<file path="src/rtl/params.sv">
// ============================================================================
//  params : shared constants for the modulation datapath
//  Rev 1.0 - initial release
// ============================================================================
`default_nettype none

package params;
  localparam int         NumSegment               = 2;
  localparam logic [7:0] TRANSITION_MODE_SYNC_IDX = 8'h00;
endpackage

`default_nettype wire

</file>
<file path="src/rtl/modulation_transition_sequencer.sv">
// ============================================================================
//  modulation_transition_sequencer : queues host segment-transition requests
//  and issues them one at a time to the modulation swapchain.
//  Rev 1.0 - initial release
// ============================================================================
`default_nettype none

module modulation_transition_sequencer #(
  parameter int DEPTH = 4
) (
  input  logic                                 CLK,
  input  logic                                 RST_N,
  input  logic                                 REQ_VALID,
  output logic                                 REQ_READY,
  input  logic                                 REQ_SEGMENT,
  input  logic [7:0]                           REQ_MODE,
  input  logic [63:0]                          REQ_VALUE,
  input  logic [31:0]                          REQ_REP,
  input  logic                                 ABORT,
  input  logic                                 SEGMENT,
  input  logic                                 STOP,
  output logic                                 UPDATE_SETTINGS,
  output logic                                 REQ_RD_SEGMENT,
  output logic [7:0]                           TRANSITION_MODE,
  output logic [63:0]                          TRANSITION_VALUE,
  output logic [32*params::NumSegment-1:0]     REP,
  output logic                                 BUSY,
  output logic                                 OVERFLOW,
  output logic [15:0]                          DONE_CNT
);

  localparam int                NSEG       = params::NumSegment;
  localparam int                PTR_W      = $clog2(DEPTH);
  localparam int                CNT_W      = PTR_W + 1;
  localparam logic [CNT_W-1:0]  FULL_COUNT = CNT_W'(DEPTH);
  localparam logic [31:0]       REP_INF    = 32'hFFFF_FFFF;

  typedef struct packed {
    logic        seg;
    logic [7:0]  mode;
    logic [63:0] value;
    logic [31:0] rep;
  } entry_t;

  typedef enum logic [1:0] {
    ST_IDLE      = 2'd0,
    ST_ISSUE     = 2'd1,
    ST_WAIT_SWAP = 2'd2,
    ST_WAIT_STOP = 2'd3
  } state_t;

  state_t                state_q, state_d;
  entry_t                fifo_mem_q [DEPTH];
  entry_t                fifo_mem_d [DEPTH];
  logic [PTR_W-1:0]      wr_ptr_q, wr_ptr_d;
  logic [PTR_W-1:0]      rd_ptr_q, rd_ptr_d;
  logic [CNT_W-1:0]      count_q, count_d;
  logic                  update_q, update_d;
  logic                  rd_segment_q, rd_segment_d;
  logic [7:0]            mode_q, mode_d;
  logic [63:0]           value_q, value_d;
  logic [32*NSEG-1:0]    rep_q, rep_d;
  logic                  infinite_q, infinite_d;
  logic                  overflow_q, overflow_d;
  logic [15:0]           done_cnt_q, done_cnt_d;

  entry_t                head;
  logic                  push;
  logic                  pop;
  logic                  complete;

  always_comb begin
    state_d      = state_q;
    fifo_mem_d   = fifo_mem_q;
    wr_ptr_d     = wr_ptr_q;
    rd_ptr_d     = rd_ptr_q;
    count_d      = count_q;
    update_d     = 1'b0;
    rd_segment_d = rd_segment_q;
    mode_d       = mode_q;
    value_d      = value_q;
    rep_d        = rep_q;
    infinite_d   = infinite_q;
    overflow_d   = overflow_q;
    done_cnt_d   = done_cnt_q;
    head         = fifo_mem_q[rd_ptr_q];
    pop          = 1'b0;
    complete     = 1'b0;
    push         = REQ_VALID && (count_q != FULL_COUNT);

    if (REQ_VALID && (count_q == FULL_COUNT)) begin
      overflow_d = 1'b1;
    end

    case (state_q)
      ST_IDLE: begin
        if (count_q != '0) begin
          pop          = 1'b1;
          rd_segment_d = head.seg;
          mode_d       = head.mode;
          value_d      = head.value;
          infinite_d   = (head.rep == REP_INF);
          for (int s = 0; s < NSEG; s++) begin
            if (32'(head.seg) == s) begin
              rep_d[s*32 +: 32] = head.rep;
            end
          end
          update_d = 1'b1;
          state_d  = ST_ISSUE;
        end
      end
      ST_ISSUE: begin
        if (SEGMENT == rd_segment_q) begin
          complete = 1'b1;
          state_d  = ST_IDLE;
        end else begin
          state_d  = ST_WAIT_SWAP;
        end
      end
      // STOP must read low here so a stale stop from the old segment is ignored.
      ST_WAIT_SWAP: begin
        if ((SEGMENT == rd_segment_q) && !STOP) begin
          if (infinite_q) begin
            complete = 1'b1;
            state_d  = ST_IDLE;
          end else begin
            state_d  = ST_WAIT_STOP;
          end
        end
      end
      ST_WAIT_STOP: begin
        if (STOP) begin
          complete = 1'b1;
          state_d  = ST_IDLE;
        end
      end
      default: state_d = ST_IDLE;
    endcase

    if (push) begin
      fifo_mem_d[wr_ptr_q] = {REQ_SEGMENT, REQ_MODE, REQ_VALUE, REQ_REP};
      wr_ptr_d             = wr_ptr_q + PTR_W'(1);
    end
    if (pop) begin
      rd_ptr_d = rd_ptr_q + PTR_W'(1);
    end
    case ({push, pop})
      2'b10:   count_d = count_q + CNT_W'(1);
      2'b01:   count_d = count_q - CNT_W'(1);
      default: count_d = count_q;
    endcase

    if (complete) begin
      done_cnt_d = done_cnt_q + 16'd1;
    end

    // Abort flushes control state but leaves everything the swapchain sees alone.
    if (ABORT) begin
      state_d      = ST_IDLE;
      wr_ptr_d     = '0;
      rd_ptr_d     = '0;
      count_d      = '0;
      update_d     = 1'b0;
      overflow_d   = 1'b0;
      rd_segment_d = rd_segment_q;
      mode_d       = mode_q;
      value_d      = value_q;
      rep_d        = rep_q;
      infinite_d   = infinite_q;
      done_cnt_d   = done_cnt_q;
    end
  end

  always_ff @(posedge CLK) begin
    if (!RST_N) begin
      state_q      <= ST_IDLE;
      wr_ptr_q     <= '0;
      rd_ptr_q     <= '0;
      count_q      <= '0;
      update_q     <= 1'b0;
      rd_segment_q <= 1'b0;
      mode_q       <= params::TRANSITION_MODE_SYNC_IDX;
      value_q      <= '0;
      rep_q        <= {NSEG{REP_INF}};
      infinite_q   <= 1'b1;
      overflow_q   <= 1'b0;
      done_cnt_q   <= '0;
    end else begin
      state_q      <= state_d;
      wr_ptr_q     <= wr_ptr_d;
      rd_ptr_q     <= rd_ptr_d;
      count_q      <= count_d;
      update_q     <= update_d;
      rd_segment_q <= rd_segment_d;
      mode_q       <= mode_d;
      value_q      <= value_d;
      rep_q        <= rep_d;
      infinite_q   <= infinite_d;
      overflow_q   <= overflow_d;
      done_cnt_q   <= done_cnt_d;
    end
  end

  always_ff @(posedge CLK) begin
    fifo_mem_q <= fifo_mem_d;
  end

  assign REQ_READY        = (count_q != FULL_COUNT);
  assign BUSY             = (state_q != ST_IDLE) || (count_q != '0);
  assign UPDATE_SETTINGS  = update_q;
  assign REQ_RD_SEGMENT   = rd_segment_q;
  assign TRANSITION_MODE  = mode_q;
  assign TRANSITION_VALUE = value_q;
  assign REP              = rep_q;
  assign OVERFLOW         = overflow_q;
  assign DONE_CNT         = done_cnt_q;

endmodule

`default_nettype wire

</file>
<file path="config.mk">
export PLATFORM = sky130hd
export DESIGN_NAME = modulation_transition_sequencer
export DESIGN_NICKNAME = d
export VERILOG_FILES = /design/src/rtl/params.sv /design/src/rtl/modulation_transition_sequencer.sv
export SDC_FILE = /design/constraint.sdc
export NUM_CORES = 1
export LEC_CHECK = 0
export ABC_AREA = 1
export BUFFER_PORTS_ARGS = -buffer_cell sky130_fd_sc_hd__buf_2
export CAP_MARGIN = 20
export CORE_UTILIZATION = 40
export DETAILED_ROUTE_END_ITERATION = 10
export HOLD_SLACK_MARGIN = 0.03
export PLACE_DENSITY = 0.61
export SYNTH_ARGS = -nofsm -noshare
export SYNTH_HDL_FRONTEND = slang
export SYNTH_SLANG_ARGS = --single-unit
</file>
<file path="constraint.sdc">
create_clock -name CLK -period 16.1 [get_ports CLK]
set_input_delay 3.22 -clock CLK [delete_from_list [all_inputs] [get_ports CLK]]
set_output_delay 3.22 -clock CLK [all_outputs]
set_load 0.03 [all_outputs]
</file>
# After elaboration in Yosys (flattened, before gate mapping)
# Cells that the tools add are included.
# word_totals
regBits	585
in_bits	111
elab_cells	90
out_inout_bits	157
# classes
n_lt_le_gt_ge	3
n_reduce_logical	16
n_eq_ne	12
bitwise	5
addsub	5
mux	20
# op_table
op	n
420-bit bitwise mux	1
105-bit 2-to-1 mux	3
105-bit binary-select mux with 2-bit select	1
105-bit demux with 2-bit select	1
32-bit equality test (second input constant)	1
16-bit by 1-bit adder with 16-bit output (second input constant)	1
2-bit 2-to-1 mux	5
2-bit case mux with 4 select lines	1
4-bit AND reduction	2
2-bit equality test (second input constant)	3
3-bit >= comparator (second input constant)	2
1-bit 2-to-1 mux	6
2-bit inequality test (second input constant)	3
2-bit NOT with 3-bit output	2
3-bit case mux with 2 select lines	1
3-bit AND reduction	2
2-bit by 1-bit adder with 2-bit output (second input constant)	2
2-bit by 1-bit equality test with 1-bit output (second input constant)	2
1-bit logical AND	4
2-bit nonzero test	2
3-bit by 1-bit adder with 3-bit output (second input constant)	1
3-bit equality test (second input constant)	1
3-bit by 1-bit less-than comparator with 1-bit output (second input constant)	1
3-bit inequality test (second input constant)	1
other kinds (10)	12

# Logic depth before layout (Yosys ltp)
# logic_depth
depth_word	6
mapped_depth	12
ltp_nobuf	11

# Least setup slack after synthesis
# No wires, ideal clock.
# synth_timing
path_type	input port to flip-flop
from	input REQ_VALID
to	register fifo_mem_q[0] in the netlist's numbering (enable)
slack_ps	7747
arrival_ps	7783
path_stages	2
cell_sequence	nand2_1 nor2_1
# synth_between
elab_chain_len	1
# synth_lines
item	line	source
from (decl)	modulation_transition_sequencer.sv:13	input logic REQ_VALID,
1-bit logical AND	modulation_transition_sequencer.sv:89	push = REQ_VALID && (count_q != FULL_COUNT);
to (signal assigned)	modulation_transition_sequencer.sv:205	fifo_mem_q <= fifo_mem_d;
to (decl)	modulation_transition_sequencer.sv:53	entry_t fifo_mem_q [DEPTH];
# No other way between the ends.
# A chain may end at the register's enable or synchronous reset.

# Final worst setup path
# layout_timing
from	input RST_N
to	register update_q (netlist: UPDATE_SETTINGS)
# layout_between
elab_chain_len	2
# layout_lines
item	line	source
from (decl)	modulation_transition_sequencer.sv:12	input logic RST_N,
1-bit NOT (no source line)	-	
2-bit OR reduction (no source line)	-	
to (signal assigned)	modulation_transition_sequencer.sv:193	update_q <= update_d;
to (decl)	modulation_transition_sequencer.sv:58	logic update_q, update_d;
# No other way between the ends.

==> metrics.md <==
| Metric | Value |
|---|---|
| Core area | `54300 sq um` |
| Remaining DRCs | `0` |
| Most used cell, CP | `nor2_1` |
| Synth unique cells | `32` |
| Hold Buf Count CTS | `0` |
| Synth top area share | `0.568` |
| Setup crit start kind | `input pin` |
| Leak | `10.1 nW` |
| Highest Clock Rate | `197 MHz` |
| MaxCap Viol Count | `0` |
| Storage cell area | `15900 sq um` |
| RePlAce Congestion | `0.828` |
| Setup CP Type | `input pin to register` |
| Pin count of the biggest net entering global routing | `88` |
| Post-Synthesis Cells | `1943` |
| Seq/Total Area, Yosys | `0.717` |
| Antenna Nets Post-Route | `0` |
| Area contributors post-synth | `edfxtp_1 57%, dfxtp_1 15%, nor2_1 5.7%` |
| H-Tree Depth | `2` |
| Top_reg_cell synth | `edfxtp_1` |
| Vias in the first global route | `14600` |
| Hpwl dp | `31500 um` |
| IO Count | `268` |
| Number of CTS-inserted buffers | `58` |
| Longest Clk Path Bufs | `3` |
| Number of synthesized flops with an enable pin | `420` |
| Drt total wl | `55300 um` |
| DR vias | `15100` |
| Syn Area/Cell | `11.4 sq um` |
| Cts repair resizes | `0` |
| CP peak stage delay | `0.77 ns` |
| Pre-CTS setup slack | `10.18 ns` |
| Pwr/cell area | `129 nW/um^2` |
| Commonest non-fill, non-tap cell in the layout | `edfxtp_1` |
| GRT Total Usage | `0.195` |
| Die width | `238 um` |
| Req. time, crit path | `16.63 ns` |
| Critical path fanouts, max | `77` |
| Setup violations, final | `0` |
| # rows | `85` |
| CP Cell Sequence | `buf_4, clkinv_1, nor2_1, inv_1, nor2_1` |
| Seq cells post-synth | `585` |
| Worst EP arrival | `5.61 ns` |
| Clk slew on worst S/H paths | `0.06 ns` |
| Full die area | `56400 sq um` |
| Multi-input logic area | `5480 sq um` |
| Post-CTS setup buffer count | `0` |
| RSZ-0062 raised after global routing | `false` |
| Cell accounting for the most synthesized area | `edfxtp_1` |
| Max-slew violation total from the final report | `0` |
| Layout cells sized above 1 | `0.190` |
| Outcome | `finished clean` |
| Buffers on Ports | `267` |
| Peak supply drop | `0.000100 V` |
| CTS tree | `built` |
| Clock Latency Late Sink | `0.60 ns` |
| Worst Skew | `0.00796 ns` |
| Clock sinks | `585` |
| Min-Delay Path Class | `register to register` |
| Initial DRC count | `1088` |
| Worst Max-Slew Pin Slew | `0.964 ns` |
| Ys Warns | `0` |
| # nets final | `2298` |
| Final min period | `5.08 ns` |
| Overflow left after global routing | `0` |
| Crit-path slowest cell | `clkinv_1` |
| Slew headroom | `0.357` |
| Root Driver | `clkbuf_16` |
| Fillcell total | `4839` |
| Fin crit share | `0.316` |
| Wirelength per Cell | `18.6 um` |
| Die Span Y | `238 um` |
| Most frequent cells in the layout | `420 x edfxtp_1, 331 x nor2_1, 304 x nand2_1` |
| Vias per inst | `5.08` |
| Setup total negative slack | `0 ns` |
| Initial Utilization | `0.408` |
| Final hold vios | `0` |
| Async SR Flop Fraction | `0` |
| First-pass GRT wire length | `84800 um` |
| Drt pass-1 iters | `5` |
| Crit. End Element | `register` |
| Cell Area, Synth | `22200 sq um` |
| Area grow syn2layout | `18.0%` |
| Initial antenna violation count | `20` |
| Setup slack after layout | `11.02 ns` |
| Net Count, Synth | `2061` |
[state kept, by name, indices dropped and copies added, names as in the netlist]
signal / flops
fifo_mem_q: 420
UPDATE_SETTINGS: 1
count_q: 3
REQ_RD_SEGMENT: 1
DONE_CNT: 16
TRANSITION_VALUE: 64
rd_ptr_q: 2
OVERFLOW: 1
wr_ptr_q: 2
infinite_q: 1
state_q: 2
REP: 64
TRANSITION_MODE: 8
[cells by family (layout without fill, tap and decap cells)]
logic type               count (synthesis)  count (layout)  synth area share
adder cells (fa/ha/maj)                  7               7           0.00428
flip-flops                             585             585             0.717
buffers and inverters                  191             477            0.0379
AO/OA/AOI/OAI                          356             356            0.0931
AND/OR/NAND/NOR                        793             793             0.143
other                                    0               6                 0
XOR/XNOR                                11              11           0.00434
[worst max-delay path: cells and delay by family]
kind          cells  cell delay, ns
buf+inv           3            1.63
simple gates      2            0.74
[area by class of cell]
| cell class | count | share of cell area |
|---|---|---|
| antenna | 6 | 0.000573 |
| inverter | 76 | 0.0112 |
| clock buffer | 71 | 0.0592 |
| sequential | 585 | 0.608 |
| multi-input combinational | 1167 | 0.209 |
| clock inverter | 38 | 0.0163 |
| timing repair buffer | 292 | 0.0600 |
| tap | 739 | 0.0353 |
[worst paths after layout]
path,slack (ns),from,end,cells past startpoint
hold / removal,0.46,REP[22],REP[22],2
setup / recovery,11.02,RST_N,UPDATE_SETTINGS,5
setup reg to reg,12.86,rd_ptr_q[0],TRANSITION_VALUE[58],7
hold reg to reg,0.46,REP[22],REP[22],2
[metrics by stage]
stage          area, sq um  instances  total power [mW]  hold slack (ns)   util
3_3_place_gp         24100       2855              2.03            0.434  0.444
4_1_cts              26100       2964              3.43            0.459  0.480
6_report             26200       2974              3.39            0.456  0.482
5_1_grt              26200       2972              3.52            0.476  0.482
2_1_floorplan        22200       1943              1.93            0.459      -
3_5_place_dp         24100       2855              2.03            0.443  0.444
[report_power, final]
group          total (mW)  internal [mW]  leakage [nW]  switching, mW
clock                1.39          0.829         0.972          0.562
sequential           1.71           1.68          5.20         0.0265
combinational       0.295         0.0801          3.89          0.215
[per-layer routing]
layer | vias up | track usage | part of all wire
li1 | 7255 | - | -
met1 | 7336 | 0.257 | 0.44
met2 | 394 | 0.317 | 0.46
met3 | 97 | 0.0549 | 0.074
met4 | 26 | 0.0499 | 0.021
met5 | - | 0 | 0.0032
[cell usage after synthesis (9+ instances only)]
cell type,n
a21oi_1,27
o211ai_2,23
nor2_1,335
dfxtp_1,165
nand3_1,137
o22ai_1,72
o21ai_0,229
xor2_1,9
nor3_1,9
nand2_1,305
clkbuf_1,55
edfxtp_1,420
buf_2,42
inv_1,70
(Power assumes the default switching activity.)
